==> src/rtl/alu_pkg.sv <==
// Shared constants for the ALU result path: widths, flag bit positions and
// the occupancy encoding used by the two-entry output buffer.
package alu_pkg;

    localparam int DATA_W = 16;
    localparam int FLAG_W = 5;

    localparam int FLG_SIGN   = 0;
    localparam int FLG_ZERO   = 1;
    localparam int FLG_CARRY  = 2;
    localparam int FLG_PARITY = 3;
    localparam int FLG_OVF    = 4;

    typedef enum logic [1:0] {
        EMPTY = 2'd0,
        ONE   = 2'd1,
        TWO   = 2'd2
    } occ_t;

endpackage

==> src/rtl/skid_buffer2.sv <==
// Generic two-entry valid/ready skid buffer. Both in_ready and out_valid are
// registered, so neither side sees a combinational path from the other.
module skid_buffer2 #(
    parameter int WIDTH = 21
) (
    input  logic             clk,
    input  logic             rst_n,
    input  logic             in_valid,
    output logic             in_ready,
    input  logic [WIDTH-1:0] in_data,
    output logic             out_valid,
    input  logic             out_ready,
    output logic [WIDTH-1:0] out_data
);
    import alu_pkg::*;

    occ_t             state;
    logic [WIDTH-1:0] skid_data;
    logic             accept;
    logic             drain;

    assign accept = in_valid & in_ready;
    assign drain  = out_valid & out_ready;

    // out_data is the head entry; the skid entry only fills while the head is stalled.
    always_ff @(posedge clk) begin
        if (!rst_n) begin
            state     <= EMPTY;
            out_data  <= '0;
            skid_data <= '0;
            in_ready  <= 1'b1;
            out_valid <= 1'b0;
        end else begin
            case (state)
                EMPTY: begin
                    if (accept) begin
                        out_data  <= in_data;
                        out_valid <= 1'b1;
                        state     <= ONE;
                    end
                end
                ONE: begin
                    if (accept && drain) begin
                        out_data <= in_data;
                    end else if (accept) begin
                        skid_data <= in_data;
                        in_ready  <= 1'b0;
                        state     <= TWO;
                    end else if (drain) begin
                        out_valid <= 1'b0;
                        state     <= EMPTY;
                    end
                end
                TWO: begin
                    if (drain) begin
                        out_data <= skid_data;
                        in_ready <= 1'b1;
                        state    <= ONE;
                    end
                end
                default: begin
                    state     <= EMPTY;
                    in_ready  <= 1'b1;
                    out_valid <= 1'b0;
                end
            endcase
        end
    end

endmodule

==> src/rtl/alu_result_stage.sv <==
// Registered output stage behind the ALU: buffers sum and flags through a
// two-entry skid buffer and keeps sticky carry/overflow plus an overflow counter.
module alu_result_stage #(
    parameter int DATA_W = 16,
    parameter int CNT_W  = 8
) (
    input  logic              clk,
    input  logic              rst_n,
    input  logic              in_valid,
    output logic              in_ready,
    input  logic [DATA_W-1:0] in_z,
    input  logic [4:0]        in_flags,
    output logic              out_valid,
    input  logic              out_ready,
    output logic [DATA_W-1:0] out_z,
    output logic [4:0]        out_flags,
    input  logic              sticky_clr,
    output logic              sticky_carry,
    output logic              sticky_ovf,
    output logic [CNT_W-1:0]  ovf_count
);
    import alu_pkg::*;

    logic                     accept;
    logic                     accept_ovf;
    logic [DATA_W+FLAG_W-1:0] buf_in;
    logic [DATA_W+FLAG_W-1:0] buf_out;

    assign buf_in = {in_flags, in_z};
    assign {out_flags, out_z} = buf_out;

    skid_buffer2 #(
        .WIDTH(DATA_W + FLAG_W)
    ) u_buf (
        .clk      (clk),
        .rst_n    (rst_n),
        .in_valid (in_valid),
        .in_ready (in_ready),
        .in_data  (buf_in),
        .out_valid(out_valid),
        .out_ready(out_ready),
        .out_data (buf_out)
    );

    assign accept     = in_valid & in_ready;
    assign accept_ovf = accept & in_flags[FLG_OVF];

    // A flag set on the same cycle as a clear survives the clear.
    always_ff @(posedge clk) begin
        if (!rst_n) begin
            sticky_carry <= 1'b0;
            sticky_ovf   <= 1'b0;
            ovf_count    <= '0;
        end else begin
            sticky_carry <= (sticky_carry & ~sticky_clr) | (accept & in_flags[FLG_CARRY]);
            sticky_ovf   <= (sticky_ovf & ~sticky_clr) | accept_ovf;
            if (sticky_clr) begin
                ovf_count <= accept_ovf ? CNT_W'(1) : '0;
            end else if (accept_ovf && (ovf_count != {CNT_W{1'b1}})) begin
                ovf_count <= ovf_count + CNT_W'(1);
            end
        end
    end

endmodule

==> config.mk <==
export PLATFORM = sky130hd
export DESIGN_NAME = alu_result_stage
export DESIGN_NICKNAME = d
export VERILOG_FILES = /design/src/rtl/alu_pkg.sv /design/src/rtl/skid_buffer2.sv /design/src/rtl/alu_result_stage.sv
export SDC_FILE = /design/constraint.sdc
export NUM_CORES = 1
export LEC_CHECK = 0
export ABC_AREA = 1
export CORE_ASPECT_RATIO = 0.9
export CORE_MARGIN = 5
export CORE_UTILIZATION = 35
export CTS_BUF_LIST = sky130_fd_sc_hd__clkbuf_16
export CTS_CLUSTER_DIAMETER = 30
export DETAILED_ROUTE_END_ITERATION = 8
export PLACE_DENSITY = 0.61
export SYNTH_ARGS = -nofsm -noshare
export SYNTH_HDL_FRONTEND = slang
export SYNTH_SLANG_ARGS = --single-unit
==> constraint.sdc <==
create_clock -name clk -period 1.6 [get_ports clk]
set_clock_uncertainty 0.1 [all_clocks]
set_input_delay 0.16 -clock clk [delete_from_list [all_inputs] [get_ports clk]]
set_output_delay 0.16 -clock clk [all_outputs]
set_load 0.02 [all_outputs]
**Word-level counts from Yosys, hierarchy flattened**

Cells that the tools add are included.

- Add/subtract/negate cells: 1
- Equality and inequality tests: 11
- Mux-type cells: 22
- Bitwise gates (word level): 12
- Reduce and logical (&&, ||, !) cells: 10

Operators by type and width:

| cell | number |
|---|---|
| 21-bit 2-to-1 mux | 3 |
| 21-bit case mux with 3 select lines | 1 |
| 8-bit 2-to-1 mux | 2 |
| 4-bit AND reduction | 3 |
| 2-bit 2-to-1 mux | 5 |
| 8-bit by 1-bit adder with 8-bit output (second input constant) | 1 |
| 1-bit 2-to-1 mux | 8 |
| 2-bit != test (second input constant) | 4 |
| 8-bit != test (second input constant) | 1 |
| 1-bit AND | 6 |
| 2-bit by 1-bit != test with 1-bit output (second input constant) | 3 |
| 1-bit case mux with 3 select lines | 2 |
| 2-bit case mux with 3 select lines | 1 |
| 5-bit AND reduction | 1 |
| 1-bit NOT | 4 |
| 3-bit by 2-bit != test with 1-bit output (second input constant) | 1 |
| 3-bit AND reduction | 1 |
| 3-bit nonzero test | 1 |
| 2-bit by 1-bit equality test with 1-bit output (second input constant) | 1 |
| 2-bit equality test (second input constant) | 1 |
| 1-bit logical AND | 2 |
| 2-bit zero test | 1 |
| 1-bit OR | 2 |
| 2-bit nonzero test | 1 |

- Register bits after elaboration: 56
- Word-level logic and storage cells: 64

**Depth between registers and ports, before layout**

Gate-level depths: netlist of the first run.

- Word-level depth: 5
- Gate-level depth with buffers: 9
- Depth with buffers taken out: 8

**By module**

From an unflattened synthesis of the first run, not the netlist that was laid out.

- Cell total of the unflattened synthesis: 389
- Area, all modules: 2677.6 um^2

By module, submodules not included:

| module | times used | cells an instance | area each (um^2) |
|---|---|---|---|
| skid_buffer2 | 1 | 310 | 2144.6 |
| alu_result_stage | 1 | 79 | 533.0 |

**Worst setup path after synthesis of the first run**

Ideal clock, no wire load.

- Kind: flip-flop to flip-flop
- Start point: reg ovf_count[0]
- End point: reg ovf_count[0]
- Setup time: 123 ps
- Arrival time: 1386 ps
- Required time: 1377 ps
- Path slack: -9 ps
- Stages on the path, launching flop included: 9
- Path buffers: 0
- Cell sequence: dfxtp_1 ha_1 nand2_1 nor2_1 nand2_1 nand2_1 nand2_1 nand2_1 a21oi_1

- Longest elaborated chain between the ends: 3
- Elaborated cells between the ends (all ways): 6
- Those cells by class: add/sub: 1; eq/ne: 1; mux: 2; reduce/logical: 2

RTL lines:

| item | line | text |
|---|---|---|
| start, declared | alu_result_stage.sv:20 | `output logic [CNT_W-1:0] ovf_count` |
| start signal, assigned | alu_result_stage.sv:58 | `ovf_count <= accept_ovf ? CNT_W'(1) : '0;` |
| start signal, assigned | alu_result_stage.sv:60 | `ovf_count <= ovf_count + CNT_W'(1);` |
| 8-bit by 1-bit adder with 8-bit output / 8-bit != test (equally long branches) | alu_result_stage.sv:60, alu_result_stage.sv:59 |  |
| 8-bit 2-to-1 mux / 1-bit logical AND (equally long branches) | alu_result_stage.sv:59 | `end else if (accept_ovf && (ovf_count != {CNT_W{1'b1}})) begin` |
| 8-bit 2-to-1 mux / 2-bit nonzero test (equally long branches) | -- |  |

Several ways; a longest one is shown, not always the timed one. The select of a mux whose other input is x is not followed.
A chain may end at the register's enable or synchronous reset.

**Worst setup path in the final report of the first run**

- Start point: reg ovf_count[6]
- End point: out ovf_count[6]

No word-level cell between the ends.

==> impl_metrics.csv, run 1 <==
group,metric,value,unit
sta,setup_viol,0,
logic_synthesis,synthTopCellsByCount,"75 x nand2_1, 56 x dfxtp_1, 54 x inv_1",
sta,slew_headroom,77.9,%
die,core_area,7150,um2
clock_tree,ctsHoldBuffers,0,
clock_tree,clock_path_buffers,2,
logic_synthesis,ys_seq_elements,56,
placed_design,numPortBuffers,58,
die,die_w,101,um
layout,area_growth,39.0,%
setup_path,path_buf_inv,1,
sta,finalMaxSlewViolations,0,
logic_synthesis,synth_ff_type,"dfxtp_1",
sta,period_share,95.7,%
detailed_routing,ant_nets,0,
grt,antenna_found_initial,0,
die,rows,29,
setup_path,cpPeakStageDelay,0.62,ns
logic_synthesis,synth-edff-count,0,
logic_synthesis,synth.distinct_cells,25,
grt,grt_max_degree,43,
placed_design,hpwl,4.61,mm
die,die_area,9310,um2
grt,grt_remaining_overflow,0,
grt,grt_pass1_vias,2427,
sta,worst_pin_slew,0.331,ns
logic_synthesis,avgSynthCellArea,6.85,um2
detailed_routing,first_pass_iters,4,
detailed_routing,drtIter0Drc,84,
die,initial_core_util,36.6,%
logic_synthesis,yosys_warnings,0,
logic_synthesis,yosysMostFrequentCell,"nand2_1",
setup_path,crit_required,1.34,ns
clock_tree,clock_latency,0.29,ns
die,pin_count,59,
logic_synthesis,syn_area,2620,um2
logic_synthesis,synth_top_cell_area_share,42.9,%
outcome,status,"finished clean",
clock_tree,cts_setup_buffers,0,
logic_synthesis,async_reset_ff_share,0,%
power_and_ir_drop,p_total,4.03,mW
job,cap_viol_max_count,0,
clock_tree,cts_tree,"yes",
logic_synthesis,synth_fp_nets,409,
die,fp.dieH,92.0,um
layout,final_cells,545,
clock_tree,clkSlewWorstSetupHoldPaths,0.07,ns
logic_synthesis,synth_cells,382,
setup_path,setup.worst_path.end_class,"output pin",
power_and_ir_drop,p_per_area,1110,nW/um2
setup_path,cp_top_family,"buffers and inverters",
placed_design,routabilityCongestion,0.814,
setup_path,slowest_stage,"clkdlybuf4s50_1",
logic_synthesis,synth_top_area_cell,"dfxtp_1",
setup_path,setup.worst_path.start,"ovf_count[6]$_SDFFE_PN0P_",
layout,nets,478,
clock_tree,numClockSinks,56,
detailed_routing,wl_per_cell,11.5,um
grt,track_usage,14.6,%
placed_design,dp.cells,537,
setup_path,crit_type,"reg -> out",
logic_synthesis,ys_seq_area_share,42.9,%
setup_path,path_cells,"clkdlybuf4s50_1",
logic_synthesis,synthTopCellsByArea,"dfxtp_1 43%, nand2_1 11%, inv_1 7.7%",
power_and_ir_drop,leakagePower,1.60,nW
sta,hold_viol_final,0,
clock_tree,clock-root-buffer,"clkbuf_16",
detailed_routing,viasPerCell,4.64,
detailed_routing,drc,0,
setup_path,start_kind,"flop",
clock_tree,h-tree-depth,2,
detailed_routing,wl,6.25,mm
detailed_routing,num_vias,2531,
hold_path,worst_hold_path_type,"reg -> reg",
setup_path,arrival,1.27,ns
grt,grt_pass1_wl,11.2,mm
layout,drive_gt1_share,14.4,%
hold_path,hp-start,"u_buf.skid_data[6]$_SDFFE_PN0P_",
clock_tree,numCtsBuffers,5,
sta,fmaxAchievable,0.653,GHz
layout,insertedDiodeCount,0,
sta,final.min_clock_period,1.53,ns
power_and_ir_drop,peakVddDrop,0.000580,V
setup_path,path_max_fanout,4,
setup_path,rr_startpoint,"ovf_count[4]$_SDFFE_PN0P_",
==> path summary, 6_finish.rpt <==
path / end / slack [ns] / depth (start not counted)
setup / recovery: ovf_count[6] / 0.07 / 1
hold / removal: u_buf.skid_data[6]$_SDFFE_PN0P_ / 0.36 / 2
setup reg to reg: ovf_count[0]$_SDFFE_PN0P_ / 0.15 / 7
hold reg to reg: u_buf.skid_data[6]$_SDFFE_PN0P_ / 0.36 / 2
==> metrics by stage <==
step / setup WS (ns) / TNS [ns] / area [um2] / hold slack, ns / util, %
floorplan: 0.00109 / 0 / 2620 / 0.223 / -
detailed placement: -0.246 / -2.68 / 3440 / 0.346 / 48.2
CTS: 0.00590 / 0 / 3590 / 0.356 / 50.2
finish: 0.0688 / 0 / 3640 / 0.355 / 50.9
global placement: -0.227 / -1.97 / 3440 / 0.332 / 48.2
global route: -0.00941 / -0.0131 / 3640 / 0.380 / 50.9
==> repair_timing <==
action	CTS	global route
resized for setup	3	13
gates cloned	0	0
endpoints found under the setup margin	3	32
pin swaps	0	0
==> where the power goes <==
group / internal, mW / switching [mW]
Sequential: 1.57 / 0.0929
Clock: 0.587 / 0.504
Combinational: 0.581 / 0.697
==> cell type report <==
type                    count  area (um2)
clock inverters             3        22.5
fillers                   702        3510
clock buffers               5         125
repair buffers             81         823
multi-input cells         250        1210
inverters                  57         214
flip-flops and latches     56        1120
well taps                  93         116
==> cells by family after synthesis <==
| kind of cell | share of synthesized area (%) |
|---|---|
| buffers and inverters | 12.3 |
| and+or+nand+nor | 27.4 |
| AOI/OAI and AO/OA | 17.0 |
| adders and majority gates | 0.478 |
| DFF | 42.9 |
==> metal layers <==
metal	routed length (um)	vias up	GRT usage, %
met5	0	-	0
met4	54	0	4.32
met3	300	2	2.73
met2	2860	51	23.0
met1	3040	1136	20.1
li1	-	1342	-
==> state kept, by name, indices dropped and copies added, names as in the netlist <==
signal and count:
u_buf.out_data 21, ovf_count 8, u_buf.in_ready 1, sticky_carry 1
u_buf.out_valid 1, u_buf.skid_data 21, u_buf.state 2, sticky_ovf 1
==> cells in the final DEF (no fill, tap or decap), drive strengths merged <==
master	count
nand3	28
a211oi	1
clkdlybuf4s50	52
a32o	1
dlygate4sd2	2
clkinv	2
nor2	57
buf	23
nor3b	1
ha	1
a21oi	33
nand2	77
clkbuf	5
nor3	1
inv	58
o21ai	50
dfxtp	56
dlymetal6s2s	4
(Power assumes the default switching activity.)
==> run 2, diff against run 1 <==
--- a/config.mk
+++ b/config.mk
@@ -11,7 +11,9 @@
 export CORE_UTILIZATION = 35
 export CTS_BUF_LIST = sky130_fd_sc_hd__clkbuf_16
 export CTS_CLUSTER_DIAMETER = 30
+export CTS_CLUSTER_SIZE = 14
 export DETAILED_ROUTE_END_ITERATION = 8
+export GPL_TIMING_DRIVEN = 0
 export PLACE_DENSITY = 0.61
 export SYNTH_ARGS = -nofsm -noshare
 export SYNTH_HDL_FRONTEND = slang
==> run 2 against run 1 <==
Combinational power is 5% lower. Non-clock buffer count is 5 lower. Cell count is 0.92% lower. Clock power is 11% higher. First-iteration DRC count is 6.0% higher. Power is 1.6% higher. Utilization is 1.4 points lower. Global-route usage is 0.14 points lower. Sequential power hardly changed. Worst setup slack worse by 0.0016 ns. Critical path depth stayed put. Highest routed layer unchanged.
==> impl_metrics.csv, run 2 (same netlist as run 1, synthesis figures left out) <==
group,metric,value,unit
layout,area_growth,35.1,%
detailed_routing,first_pass_iters,5,
grt,grt_pass1_vias,2315,
sta,worst_pin_slew,0.503,ns
setup_path,path_max_fanout,5,
setup_path,start_kind,"flop",
detailed_routing,wl,6.48,mm
sta,fmaxAchievable,0.652,GHz
placed_design,numPortBuffers,57,
layout,top_regs,"u_buf.out_data x21, u_buf.skid_data x21, ovf_count x8",
power_and_ir_drop,leakagePower,1.54,nW
setup_path,crit_required,1.34,ns
setup_path,setup.worst_path.end_class,"output pin",
sta,layout_setup_ws,0.0672,ns
grt,antenna_found_initial,0,
setup_path,cpPeakStageDelay,0.61,ns
setup_path,crit_type,"reg -> out",
die,fp.dieH,92.0,um
clock_tree,numCtsBuffers,5,
layout,insertedDiodeCount,0,
layout,final_cells,540,
clock_tree,clock_path_buffers,2,
outcome,status,"finished clean",
clock_tree,cts_tree,"yes",
die,pin_count,59,
setup_path,arrival,1.27,ns
setup_path,r2r_cells,8,
hold_path,worst_hold_path_type,"in -> reg",
clock_tree,clkSlewWorstSetupHoldPaths,0.07,ns
die,initial_core_util,36.6,%
setup_path,cp_top_family,"buffers and inverters",
layout,final_cell_mix,"70 x nand2_1, 54 x inv_1, 51 x clkdlybuf4s50_1, 51 x dfxtp_1, 39 x nor2_1",
sta,period_share,95.8,%
setup_path,rrSetupSlack,0.15,ns
sta,setup_viol,0,
die,die_w,101,um
sta,final.min_clock_period,1.53,ns
layout,nets,473,
setup_path,path_cells,"clkdlybuf4s50_1",
clock_tree,numClockSinks,56,
placed_design,place_area,3300,um2
detailed_routing,drtIter0Drc,89,
clock_tree,ctsHoldBuffers,0,
placed_design,routabilityCongestion,0.794,
detailed_routing,num_vias,2492,
placed_design,dp.cells,532,
grt,grt_max_degree,17,
clock_tree,clock-root-buffer,"clkbuf_16",
setup_path,slowest_stage,"clkdlybuf4s50_1",
clock_tree,h-tree-depth,2,
sta,finalMaxSlewViolations,0,
clock_tree,clock_latency,0.29,ns
sta,slew_headroom,66.4,%
layout,final_area,3530,um2
clock_tree,cts_setup_buffers,0,
sta,hold_viol_final,0,
job,cap_viol_max_count,0,
detailed_routing,wl_per_cell,12.0,um
detailed_routing,viasPerCell,4.61,
die,die_area,9310,um2
setup_path,setup.worst_path.start,"ovf_count[0]$_SDFFE_PN0P_",
power_and_ir_drop,p_per_area,1160,nW/um2
placed_design,hpwl,4.81,mm
grt,track_usage,14.4,%
grt,grt_remaining_overflow,0,
detailed_routing,ant_nets,0,
setup_path,rr_startpoint,"ovf_count[0]$_SDFFE_PN0P_",
power_and_ir_drop,peakVddDrop,0.000631,V
setup_path,endpoint,"ovf_count[0]",
setup_path,rr_endpoint,"ovf_count[6]$_SDFFE_PN0P_",
grt,grt_pass1_wl,11.0,mm
die,rows,29,
detailed_routing,drc,0,
setup_path,path_buf_inv,1,
setup_path,cp_num_cells,1,
layout,final_util,49.4,%
layout,drive_gt1_share,13.4,%
sta,rsz0062_at_grt,"false",
placed_design,pre_cts_ws,-0.252,ns
layout,final_common_cell,"nand2_1",
die,core_area,7150,um2
==> run 2: cell types whose count changed in the layout (fill, tap and decap cells not counted), moves of 2 or more <==
cell,previous run,this run
buf_4,18,2
buf_2,0,9
buf_12,5,0
buf_6,0,4
dfxtp_1,54,51
dfxtp_2,2,5
buf_1,0,2
clkbuf_1,0,2
clkinv_1,0,2
nand2_1,72,70
nand2_2,3,5
==> run 2: repair_timing <==
item	CTS	global route
gates resized for setup	4	23
gates cloned	0	0
setup endpoints to repair	6	38
pin swaps	0	0
==> run 2: metrics by stage <==
step | setup TNS, ns | power (mW) | hold WS [ns]
floorplan | 0 | 2.44 | 0.223
CTS | -0.0270 | 4.13 | 0.0833
detailed placement | -7.39 | 2.90 | 0.338
global route | 0 | 4.36 | 0.111
global placement | -7.36 | 2.89 | 0.333
finish | 0 | 4.10 | 0.0816
==> run 2: how the worst min path moves through the flow <==
stage / from / end / slack, ns / cells after the start
floorplan: in_flags[2] / sticky_carry$_SDFF_PN0_ / 0.22 / 1
global placement: u_buf.skid_data[2]$_SDFFE_PN0P_ / u_buf.skid_data[2]$_SDFFE_PN0P_ / 0.33 / 2
detailed placement: u_buf.skid_data[2]$_SDFFE_PN0P_ / u_buf.skid_data[2]$_SDFFE_PN0P_ / 0.34 / 2
CTS: rst_n / u_buf.skid_data[2]$_SDFFE_PN0P_ / 0.08 / 3
global route: rst_n / u_buf.skid_data[3]$_SDFFE_PN0P_ / 0.11 / 3
finish: rst_n / u_buf.skid_data[2]$_SDFFE_PN0P_ / 0.08 / 3
==> run 2: worst register-to-register path: stages (launching register included) <==
cell     delay [ns]
dfxtp_2        0.37
ha_1           0.20
nand2_2        0.10
nor2_4         0.13
nand2_1        0.10
nand2_4        0.11
nand2_2        0.09
nand2_1        0.08
a21oi_1        0.06
==> run 2: routing by layer <==
| layer | track usage (%) | vias to the layer above | routed length (um) |
|---|---|---|---|
| li1 | - | 1327 | - |
| met5 | 0 | - | 0 |
| met2 | 22.4 | 51 | 2870 |
| met1 | 20.7 | 1107 | 3270 |
| met3 | 2.58 | 7 | 268 |
| met4 | 3.43 | 0 | 69 |
==> run 2: area by class of cell <==
type / instances / area (um2)
Buffer: 19 / 120
Clock buffer: 5 / 125
Clock inverter: 3 / 37.5
Fill cell: 733 / 3610
Inverter: 57 / 214
Multi-Input combinational cell: 250 / 1210
Sequential cell: 56 / 1130
Tap cell: 93 / 116
Timing Repair Buffer: 57 / 582
==> run 2: power by group <==
| part | switching (mW) | leakage, nW | internal [mW] |
|---|---|---|---|
| logic | 0.692 | 1.00 | 0.525 |
| clock network | 0.484 | 0.0789 | 0.729 |
| registers | 0.0925 | 0.461 | 1.57 |
| total | 1.27 | 1.54 | 2.83 |
